### src/rtl/lampFPU_pkg.sv
// Shared definitions for the lampFPU square-root unit.
//   state_t          : FSM state encoding (IDLE, SPECIAL, CALC, ROUND, DONE)
//   exp_ones(e_dw)   : all-ones exponent field (inf / qNaN exponent)
//   qnan_frac(f_dw)  : quiet-NaN fraction field (MSB set, rest clear)
//   inf_frac(f_dw)   : infinity fraction field (all clear)
// The helpers return 32-bit values; callers size-cast to the field width.
package lampFPU_pkg;

   typedef logic [2:0] state_t;

   localparam state_t IDLE    = 3'd0;
   localparam state_t SPECIAL = 3'd1;
   localparam state_t CALC    = 3'd2;
   localparam state_t ROUND   = 3'd3;
   localparam state_t DONE    = 3'd4;

   function automatic logic [31:0] exp_ones(input int unsigned e_dw);
      return (32'd1 << e_dw) - 32'd1;
   endfunction

   function automatic logic [31:0] qnan_frac(input int unsigned f_dw);
      return 32'd1 << (f_dw - 1);
   endfunction

   function automatic logic [31:0] inf_frac(input int unsigned f_dw);
      return (f_dw > 32) ? 32'd0 : 32'd0;
   endfunction

endpackage

### src/rtl/lampFPU_sqrt_core.sv
// Restoring radix-2 square-root recurrence, one root bit per step.
//   clk, rst : clock, synchronous active-high reset (clears all registers)
//   load     : capture radicand significand, clear root/remainder/counter
//   step     : perform one recurrence iteration
//   rad      : radicand significand, F_DW+2 bits (2 integer bits)
//   root     : root bits below the integer bit (F_DW fraction + guard)
//   rem_nz   : partial remainder is nonzero (sticky)
//   last     : the current step is the final one (F_DW+2 steps total)
module lampFPU_sqrt_core #(
   parameter int unsigned F_DW = 7
) (
   input  logic            clk,
   input  logic            rst,
   input  logic            load,
   input  logic            step,
   input  logic [F_DW+1:0] rad,
   output logic [F_DW:0]   root,
   output logic            rem_nz,
   output logic            last
);

   localparam int unsigned QW = F_DW + 2;      // root width
   localparam int unsigned RW = F_DW + 5;      // remainder width
   localparam int unsigned XW = 2 * F_DW + 4;  // padded radicand width
   localparam int unsigned CW = $clog2(F_DW + 3);

   logic [XW-1:0] rad_q;
   logic [RW-1:0] rem_q;
   logic [QW-1:0] root_q;
   logic [CW-1:0] cnt_q;

   logic [RW-1:0] rem_sh;
   logic [RW-1:0] trial;
   logic [RW-1:0] diff;
   logic          ge;

   // Bring down the next radicand digit pair and try subtracting 4*root+1.
   always_comb begin
      rem_sh = {rem_q[RW-3:0], rad_q[XW-1 -: 2]};
      trial  = {1'b0, root_q, 2'b01};
      diff   = rem_sh - trial;
      ge     = (rem_sh >= trial);
   end

   always_ff @(posedge clk) begin
      if (rst) begin
         rad_q  <= '0;
         rem_q  <= '0;
         root_q <= '0;
         cnt_q  <= '0;
      end else if (load) begin
         // Pad so that the integer root carries F_DW+1 fractional bits.
         rad_q  <= {rad, {(F_DW + 2){1'b0}}};
         rem_q  <= '0;
         root_q <= '0;
         cnt_q  <= '0;
      end else if (step) begin
         rad_q  <= rad_q << 2;
         rem_q  <= ge ? diff : rem_sh;
         root_q <= {root_q[QW-2:0], ge};
         cnt_q  <= cnt_q + 1'b1;
      end
   end

   assign root   = root_q[QW-2:0];
   assign rem_nz = |rem_q;
   assign last   = (cnt_q == CW'(F_DW + 1));

endmodule

### src/rtl/lampfpu_sqrt_iter.sv
// Iterative floating-point square root (denormals flushed to zero, RNE).
//   clk, rst          : clock, synchronous active-high reset
//   doSqrt_i          : start request, accepted only while busy_o is low
//   s_op_i/e_op_i/f_op_i : operand sign, biased exponent, stored fraction
//   busy_o            : operation in flight, through the valid cycle
//   valid_o           : one-cycle result pulse
//   s_res_o/e_res_o/f_res_o : registered result fields, held until next valid
//   isInv_o/isNaN_o/isInexact_o : registered result flags
// Specials finish one cycle after accept; normals after F_DW+4 cycles.
module lampfpu_sqrt_iter
   import lampFPU_pkg::*;
#(
   parameter int unsigned E_DW = 8,
   parameter int unsigned F_DW = 7
) (
   input  logic            clk,
   input  logic            rst,
   input  logic            doSqrt_i,
   input  logic            s_op_i,
   input  logic [E_DW-1:0] e_op_i,
   input  logic [F_DW-1:0] f_op_i,
   output logic            busy_o,
   output logic            valid_o,
   output logic            s_res_o,
   output logic [E_DW-1:0] e_res_o,
   output logic [F_DW-1:0] f_res_o,
   output logic            isInv_o,
   output logic            isNaN_o,
   output logic            isInexact_o
);

   localparam int unsigned BIAS = (1 << (E_DW - 1)) - 1;
   localparam logic signed [E_DW+1:0] BIAS_S = (E_DW + 2)'(BIAS);
   localparam logic [E_DW-1:0] EXP_ONES  = E_DW'(exp_ones(E_DW));
   localparam logic [F_DW-1:0] QNAN_F    = F_DW'(qnan_frac(F_DW));
   localparam logic [F_DW-1:0] INF_F     = F_DW'(inf_frac(F_DW));

   state_t state, state_nxt;

   logic accept;
   logic is_zero, is_emax, is_nan, special;

   logic            sp_s, sp_inv, sp_nan;
   logic [E_DW-1:0] sp_e;
   logic [F_DW-1:0] sp_f;

   logic signed [E_DW+1:0] e_unb, e_adj, e_half;
   logic [E_DW-1:0]        e_calc_nxt, e_calc;
   logic [F_DW+1:0]        rad;

   logic [F_DW:0]   root;
   logic            rem_nz, last;
   logic            guard, round_up, carry;
   logic [F_DW-1:0] f_rnd;

   assign accept = doSqrt_i & ~busy_o;

   // Operand classification.
   always_comb begin
      is_zero = (e_op_i == '0);
      is_emax = (e_op_i == '1);
      is_nan  = is_emax && (f_op_i != '0);
      // Negative non-zero operands are invalid and also resolve immediately.
      special = is_zero | is_emax | s_op_i;
   end

   // Special-case result fields.
   always_comb begin
      sp_s   = 1'b0;
      sp_e   = '0;
      sp_f   = '0;
      sp_inv = 1'b0;
      sp_nan = 1'b0;
      if (is_zero) begin
         sp_s = s_op_i;
      end else if (is_nan) begin
         sp_e   = EXP_ONES;
         sp_f   = QNAN_F;
         sp_nan = 1'b1;
      end else if (s_op_i) begin
         sp_e   = EXP_ONES;
         sp_f   = QNAN_F;
         sp_inv = 1'b1;
         sp_nan = 1'b1;
      end else begin
         sp_e = EXP_ONES;
         sp_f = INF_F;
      end
   end

   // Exponent halving; odd unbiased exponents borrow one into the significand.
   always_comb begin
      e_unb      = $signed({2'b00, e_op_i}) - BIAS_S;
      e_adj      = e_unb - $signed({{(E_DW + 1){1'b0}}, e_unb[0]});
      e_half     = e_adj >>> 1;
      e_calc_nxt = E_DW'(e_half + BIAS_S);
      rad        = e_unb[0] ? {1'b1, f_op_i, 1'b0} : {2'b01, f_op_i};
   end

   lampFPU_sqrt_core #(
      .F_DW (F_DW)
   ) u_core (
      .clk    (clk),
      .rst    (rst),
      .load   (accept & ~special),
      .step   (state == CALC),
      .rad    (rad),
      .root   (root),
      .rem_nz (rem_nz),
      .last   (last)
   );

   // Round to nearest even on the root fraction; integer bit is always 1,
   // so a carry out of the fraction means the root reached 2.0.
   always_comb begin
      guard           = root[0];
      round_up        = guard & (rem_nz | root[1]);
      {carry, f_rnd}  = {1'b0, root[F_DW:1]} + (F_DW + 1)'(round_up);
   end

   always_comb begin
      state_nxt = state;
      case (state)
         IDLE:    if (accept) state_nxt = special ? SPECIAL : CALC;
         SPECIAL: state_nxt = IDLE;
         CALC:    if (last) state_nxt = ROUND;
         ROUND:   state_nxt = DONE;
         DONE:    state_nxt = IDLE;
         default: state_nxt = IDLE;
      endcase
   end

   always_ff @(posedge clk) begin
      if (rst) begin
         state       <= IDLE;
         busy_o      <= 1'b0;
         valid_o     <= 1'b0;
         s_res_o     <= 1'b0;
         e_res_o     <= '0;
         f_res_o     <= '0;
         isInv_o     <= 1'b0;
         isNaN_o     <= 1'b0;
         isInexact_o <= 1'b0;
         e_calc      <= '0;
      end else begin
         state   <= state_nxt;
         busy_o  <= (state_nxt != IDLE);
         valid_o <= (state_nxt == SPECIAL) || (state_nxt == DONE);
         if (accept && special) begin
            s_res_o     <= sp_s;
            e_res_o     <= sp_e;
            f_res_o     <= sp_f;
            isInv_o     <= sp_inv;
            isNaN_o     <= sp_nan;
            isInexact_o <= 1'b0;
         end
         if (accept && !special) begin
            e_calc <= e_calc_nxt;
         end
         if (state == ROUND) begin
            s_res_o     <= 1'b0;
            e_res_o     <= e_calc + E_DW'(carry);
            f_res_o     <= f_rnd;
            isInv_o     <= 1'b0;
            isNaN_o     <= 1'b0;
            isInexact_o <= guard | rem_nz;
         end
      end
   end

endmodule

### config.mk
export PLATFORM = sky130hd
export DESIGN_NAME = lampfpu_sqrt_iter
export DESIGN_NICKNAME = d
export VERILOG_FILES = /design/src/rtl/lampFPU_pkg.sv /design/src/rtl/lampFPU_sqrt_core.sv /design/src/rtl/lampfpu_sqrt_iter.sv
export SDC_FILE = /design/constraint.sdc
export NUM_CORES = 1
export LEC_CHECK = 0
export BUFFER_PORTS_ARGS = -buffer_cell sky130_fd_sc_hd__buf_2
export CORE_MARGIN = 2
export CORE_UTILIZATION = 59
export CTS_CLUSTER_DIAMETER = 30
export DETAILED_ROUTE_END_ITERATION = 8
export PLACE_DENSITY = 0.84
export SYNTH_ARGS = -nofsm -noshare
export SYNTH_HDL_FRONTEND = slang
export SYNTH_SLANG_ARGS = --single-unit
### constraint.sdc
create_clock -name clk -period 3.53 [get_ports clk]
set_input_delay 0.706 -clock clk [delete_from_list [all_inputs] [get_ports clk]]
set_output_delay 0.706 -clock clk [all_outputs]
set_load 0.01 [all_outputs]
-- Yosys cells after proc, flatten, opt, wreduce, memory -nomap -nowiden
Cells that the tools add are included.
- input bits: 19
- bits in read-only memories: 0
- bits in latches: 0
- flip-flop bits (word level): 66
- memories: 0
- word-level logic and storage cells: 75
- memory bits (writable): 0
- output and inout port bits: 21
- bitwise gates (word level): 9
- eq/ne operators: 6
- add/sub/neg operators: 7
- divide/modulo/power cells: 0
- shift-type cells: 0
- magnitude comparators: 1
- reductions and logical operators: 14
- muxes and demuxes: 24
- multipliers: 0
- operators by type and width (kind ; count):
    $mux 18 ; 2
    $mux 7 ; 5
    $mux 8 ; 3
    $ge 12x11->1 ; 1
    $mux 12 ; 1
    $reduce_or 12->1 ; 1
    $sub 12x11->12 ; 1
    $mux 9 ; 1
    $pmux 3 s3 ; 1
    $sub 8x7->9 const B ; 1
    $sub 9x2->9 ; 1
    $add 7x1->8 ; 1
    $add 8x1->8 ; 1
    $add 8x8->8 const B ; 1
    $eq 8x8->1 const B ; 1
    $logic_not 8->1 ; 1
    $mux 1 ; 8
    $reduce_bool 7->1 ; 1
    $eq 3x2->1 const B ; 2
    $mux 3 ; 2
    $add 4x1->4 const B ; 1
    $eq 4x4->1 const B ; 1
    $or 1x1->1 ; 4
    $reduce_bool 2->1 ; 2
    other kinds (11) ; 17

-- Longest topological paths before layout
- word-level depth: 8
- mapped depth: 14
- depth with buffers taken out: 14

-- By module
A second synthesis with hierarchy kept.
- cells, all modules: 458
- area, all modules: 3990.1 um^2
- by module, submodules not included (module ; cells each ; seq. area each (um^2) ; instances ; area an instance (um^2)):
    lampFPU_sqrt_core ; 240 ; 680.7 ; 1 ; 2072.0
    lampfpu_sqrt_iter ; 218 ; 640.6 ; 1 ; 1918.1

-- Least setup slack after synthesis
Ideal clock, no wire load.
- path type: in2reg
- from: in e_op_i[0]
- to: reg e_calc[4]
- slack: 466 ps
- setup time: 58 ps
- stages on the path: 12
- data arrival time: 3006 ps
- path buffers: 2
- cell sequence: clkbuf_1 > clkbuf_1 > inv_1 > ha_1 > inv_1 > ha_1 > inv_1 > a2111oi_0 > o21ai_0 > nand4_1 > or4b_1 > nand2_1
- longest elaborated chain between the ends: 5
- elaborated cells on any way between the ends: 9
- classes of those cells: add/sub: 3; eq/ne: 1; bitwise: 2; reduce/logical: 3
- ends and longest elaborated chain (what ; RTL line ; source):
    start: declaration ; lampfpu_sqrt_iter.sv:20 ; input logic [E_DW-1:0] e_op_i,
    branches (longest 5 deep; another with $sub 8x7->9) ; - ;
    end signal: assignment ; lampfpu_sqrt_iter.sv:158 ; e_calc <= e_calc_nxt;
    end: declaration ; lampfpu_sqrt_iter.sv:48 ; logic [E_DW-1:0] e_calc_nxt, e_calc;
Parallel ways; which one is timed is not known.
A chain may end at the register's enable or synchronous reset.

-- Worst setup path after layout
- from: reg u_core.root_q[5]
- to: reg u_core.rem_q[3]
- longest elaborated chain between the ends: 2
- ends and longest elaborated chain (what ; RTL line ; source):
    start: declaration ; lampFPU_sqrt_core.sv:29 ; logic [QW-1:0] root_q;
    start signal: assignment ; lampFPU_sqrt_core.sv:60 ; root_q <= {root_q[QW-2:0], ge};
    $ge 12x11->1 ; lampFPU_sqrt_core.sv:42 ; ge = (rem_sh >= trial);
    $mux 12 ; lampFPU_sqrt_core.sv:59 ; rem_q <= ge ? diff : rem_sh;
    end signal: assignment ; lampFPU_sqrt_core.sv:59 ;
    end: declaration ; lampFPU_sqrt_core.sv:28 ; logic [RW-1:0] rem_q;
Every way passes these cells.

==> results.json <==
{
  "status": "complete, no violations",
  "hold_depth": 2,
  "die_w_um": 84.8,
  "dieHeight_um": 84.8,
  "synthDistinctLibCells": 51,
  "core_area_sq_um": 6350,
  "drive_gt1_share_pct": 13.5,
  "clk_transition_reported_paths_ns": 0.08,
  "grt_first_pass_wirelength_um": 15500,
  "cts_tree": "done",
  "hold_buffers": 0,
  "maxSlewViolCount": 0,
  "async_flop_share_pct": 0,
  "place.port_buffers": 39,
  "reg2reg_slack_ns": 0.78,
  "syn_inst": 491,
  "antenna_found_initial": 0,
  "ir_drop_mv": 0.371,
  "insertion_delay_ns": 0.35,
  "yosys_warnings": 0,
  "worstHoldStart": "u_core.root_q[8]$_SDFFE_PP0N_",
  "cts_setup_buffers": 0,
  "vias": 3671,
  "rows": 29,
  "ctsResizeCount": 0,
  "worstPathMaxFanout": 12,
  "worstPathArrival_ns": 2.95,
  "final.setup.tns_ns": 0,
  "clock-sinks": 66,
  "whs_ns": 0.463,
  "overflow": 0,
  "finalCritPeriodShare_pct": 78.0,
  "max-cap-violations": 0,
  "slew_headroom_pct": 36.2,
  "die_area_sq_um": 7190,
  "power_leakage_nw": 1.69,
  "ys_seq_area_share_pct": 34.3,
  "reg2reg_depth": 9,
  "dr.pass1.iters": 5,
  "synthTopCellsByArea": "dfxtp_1 34%, ha_1 6.8%, nand2_1 6.5%",
  "first_global_vias": 3398,
  "fill_cells": 533,
  "fin_nets": 561,
  "cts_buffers": 9,
  "power_density_nw_per_um2": 455,
  "swShare_pct": 30.5,
  "critPathCaptureType": "flip-flop",
  "cts_root_buffer": "clkbuf_8",
  "p_comb_share_pct": 22.3,
  "clk_path_buf_depth": 2,
  "switchingPower_uw": 600,
  "clkPwrFrac_pct": 36.3,
  "hold_violations": 0,
  "max_freq_mhz": 363,
  "drt-wirelength-per-cell_um": 15.1,
  "grt_max_degree": 43,
  "period_minus_slack_ns": 2.75,
  "initial_core_util_pct": 60.7,
  "startpoint": "u_core.root_q[5]$_SDFFE_PP0N_",
  "intPower_mw": 1.37,
  "place.gp.congestion": 0.973,
  "syn_avg_cell_area_sq_um": 7.85,
  "seq_power_share_pct": 41.4,
  "syn_area_sq_um": 3850,
  "syn-num-nets": 531,
  "synthTopCellsByCount": "67 x nand2_1, 66 x dfxtp_1, 46 x a21oi_1",
  "hpwl_um": 6730,
  "holdPathEnd": "u_core.root_q[8]$_SDFFE_PP0N_",
  "synth-edff-count": 0,
  "hold_path.class": "flip-flop to flip-flop",
  "wirelength_um": 9130,
  "rsz0062_at_grt": "no",
  "synth_ff_type": "dfxtp_1",
  "cp.required_ns": 3.73,
  "setup_viol": 0,
  "gr-usage-all-layers_pct": 26.5,
  "critical_path_class": "flip-flop to flip-flop",
  "drc": 0,
  "timing.rr.end": "u_core.rem_q[3]$_SDFFE_PP0N_",
  "fin_skew_ns": 0.00815,
  "synth.most_common_cell": "nand2_1",
  "setup.worst_path.start_class": "flip-flop",
  "synth_seq_cells": 66,
  "r2r_start": "u_core.root_q[5]$_SDFFE_PP0N_",
  "ant_nets": 0,
  "first_iter_violations": 297,
  "antenna_cells": 0,
  "ios": 40,
  "htreeDepth": 3,
  "worst_pin_slew_ns": 0.954,
  "synth_top_cell_area_share_pct": 34.3,
  "post_drt_via_cell_ratio": 6.09,
  "syn_to_final_growth_pct": 12.2,
  "synth_top_cell_by_area": "dfxtp_1"
}
==> critical path, cell delays in order, from the launching register on <==
cell,delay [ns]
dfxtp_1,0.42
inv_1,0.11
ha_1,0.41
a21oi_1,0.21
o22ai_1,0.13
o311ai_0,0.33
nor2b_1,0.40
buf_4,0.28
mux2i_1,0.23
a21oi_1,0.09
==> flip-flops by register name (all words and copies together) (netlist names) <==
| signal | flops |
|---|---|
| busy_o | 1 |
| u_core.rem_q | 12 |
| state | 3 |
| e_calc | 8 |
| f_res_o | 7 |
| isNaN_o | 1 |
| u_core.rad_q | 9 |
| isInexact_o | 1 |
| u_core.cnt_q | 4 |
| valid_o | 1 |
| s_res_o | 1 |
| e_res_o | 8 |
| u_core.root_q | 9 |
| isInv_o | 1 |
==> worst max-delay path by stage <==
stage,to,slack [ns],cells past startpoint
2_1_floorplan,e_calc[4]$_SDFFE_PP0P_,0.47,12
3_3_place_gp,u_core.rem_q[0]$_SDFFE_PP0N_,0.59,9
3_5_place_dp,u_core.rem_q[0]$_SDFFE_PP0N_,0.50,9
4_1_cts,u_core.rem_q[3]$_SDFFE_PP0N_,0.82,9
5_1_grt,u_core.rem_q[3]$_SDFFE_PP0N_,0.56,9
6_report,u_core.rem_q[3]$_SDFFE_PP0N_,0.78,9
==> cell type report <==
type	count	area [sq um]	area share [%]
inverter	25	93.8	2.17
tap	77	96.3	2.23
multi-input combinational	372	2330	53.9
clock buffer	9	124	2.86
clock inverter	7	101	2.34
sequential	66	1320	30.6
timing repair buffer	47	255	5.90
==> power groups by stage <==
stage	sequential [mW]	combinational, mW	clock [mW]
after floorplan	0.826	0.323	0
after global routing	0.818	0.489	0.767
final	0.814	0.439	0.715
after detailed placement	0.829	0.431	0
after global placement	0.829	0.420	0
after CTS	0.813	0.435	0.728
==> stage by stage <==
stage               area, sq um  std cells  utilization (%)  worst slack (ns)  power, mW
floorplan                  3850        491                -             0.466       1.15
global placement           4100        587             64.6             0.589       1.25
detailed placement         4100        587             64.6             0.499       1.26
CTS                        4320        603             68.1             0.822       1.98
global route               4320        603             68.1             0.560       2.07
finish                     4320        603             68.1             0.776       1.97
==> placed cells by master (no fill, tap or decap), types with 8 or more instances in the layout <==
master    count
dfxtp_1      66
ha_1         21
nor2_1       29
xor2_1        8
nor3_1       15
a21oi_1      46
inv_1        25
o21ai_0      25
buf_2        39
clkbuf_8      9
buf_4         8
nand2_1      67
a211oi_1     18
xnor2_1      21
nand4_1       9
nand3_1      23
==> cells by family (layout without fill, tap and decap cells) <==
logic type                 count (synthesis)  after routing  synth area share (%)
and+or+nand+nor                          192            192                  25.0
DFF                                       66             66                  34.3
adders and majority gates                 21             21                  6.82
muxes                                      5              5                  1.30
AOI/OAI and AO/OA                        124            124                  20.1
buffers and inverters                     53             88                  5.33
xor gates and xnor gates                  30             30                  7.18
==> routing by layer <==
layer  vias up  global-route usage (%)  wire (um)
met5         -                       0          0
met4         0                    9.09        158
met3        17                    7.57        554
met2       132                    41.0       4270
met1      1699                    35.6       4150
li1       1823                       -          -
(Power assumes the default switching activity.)
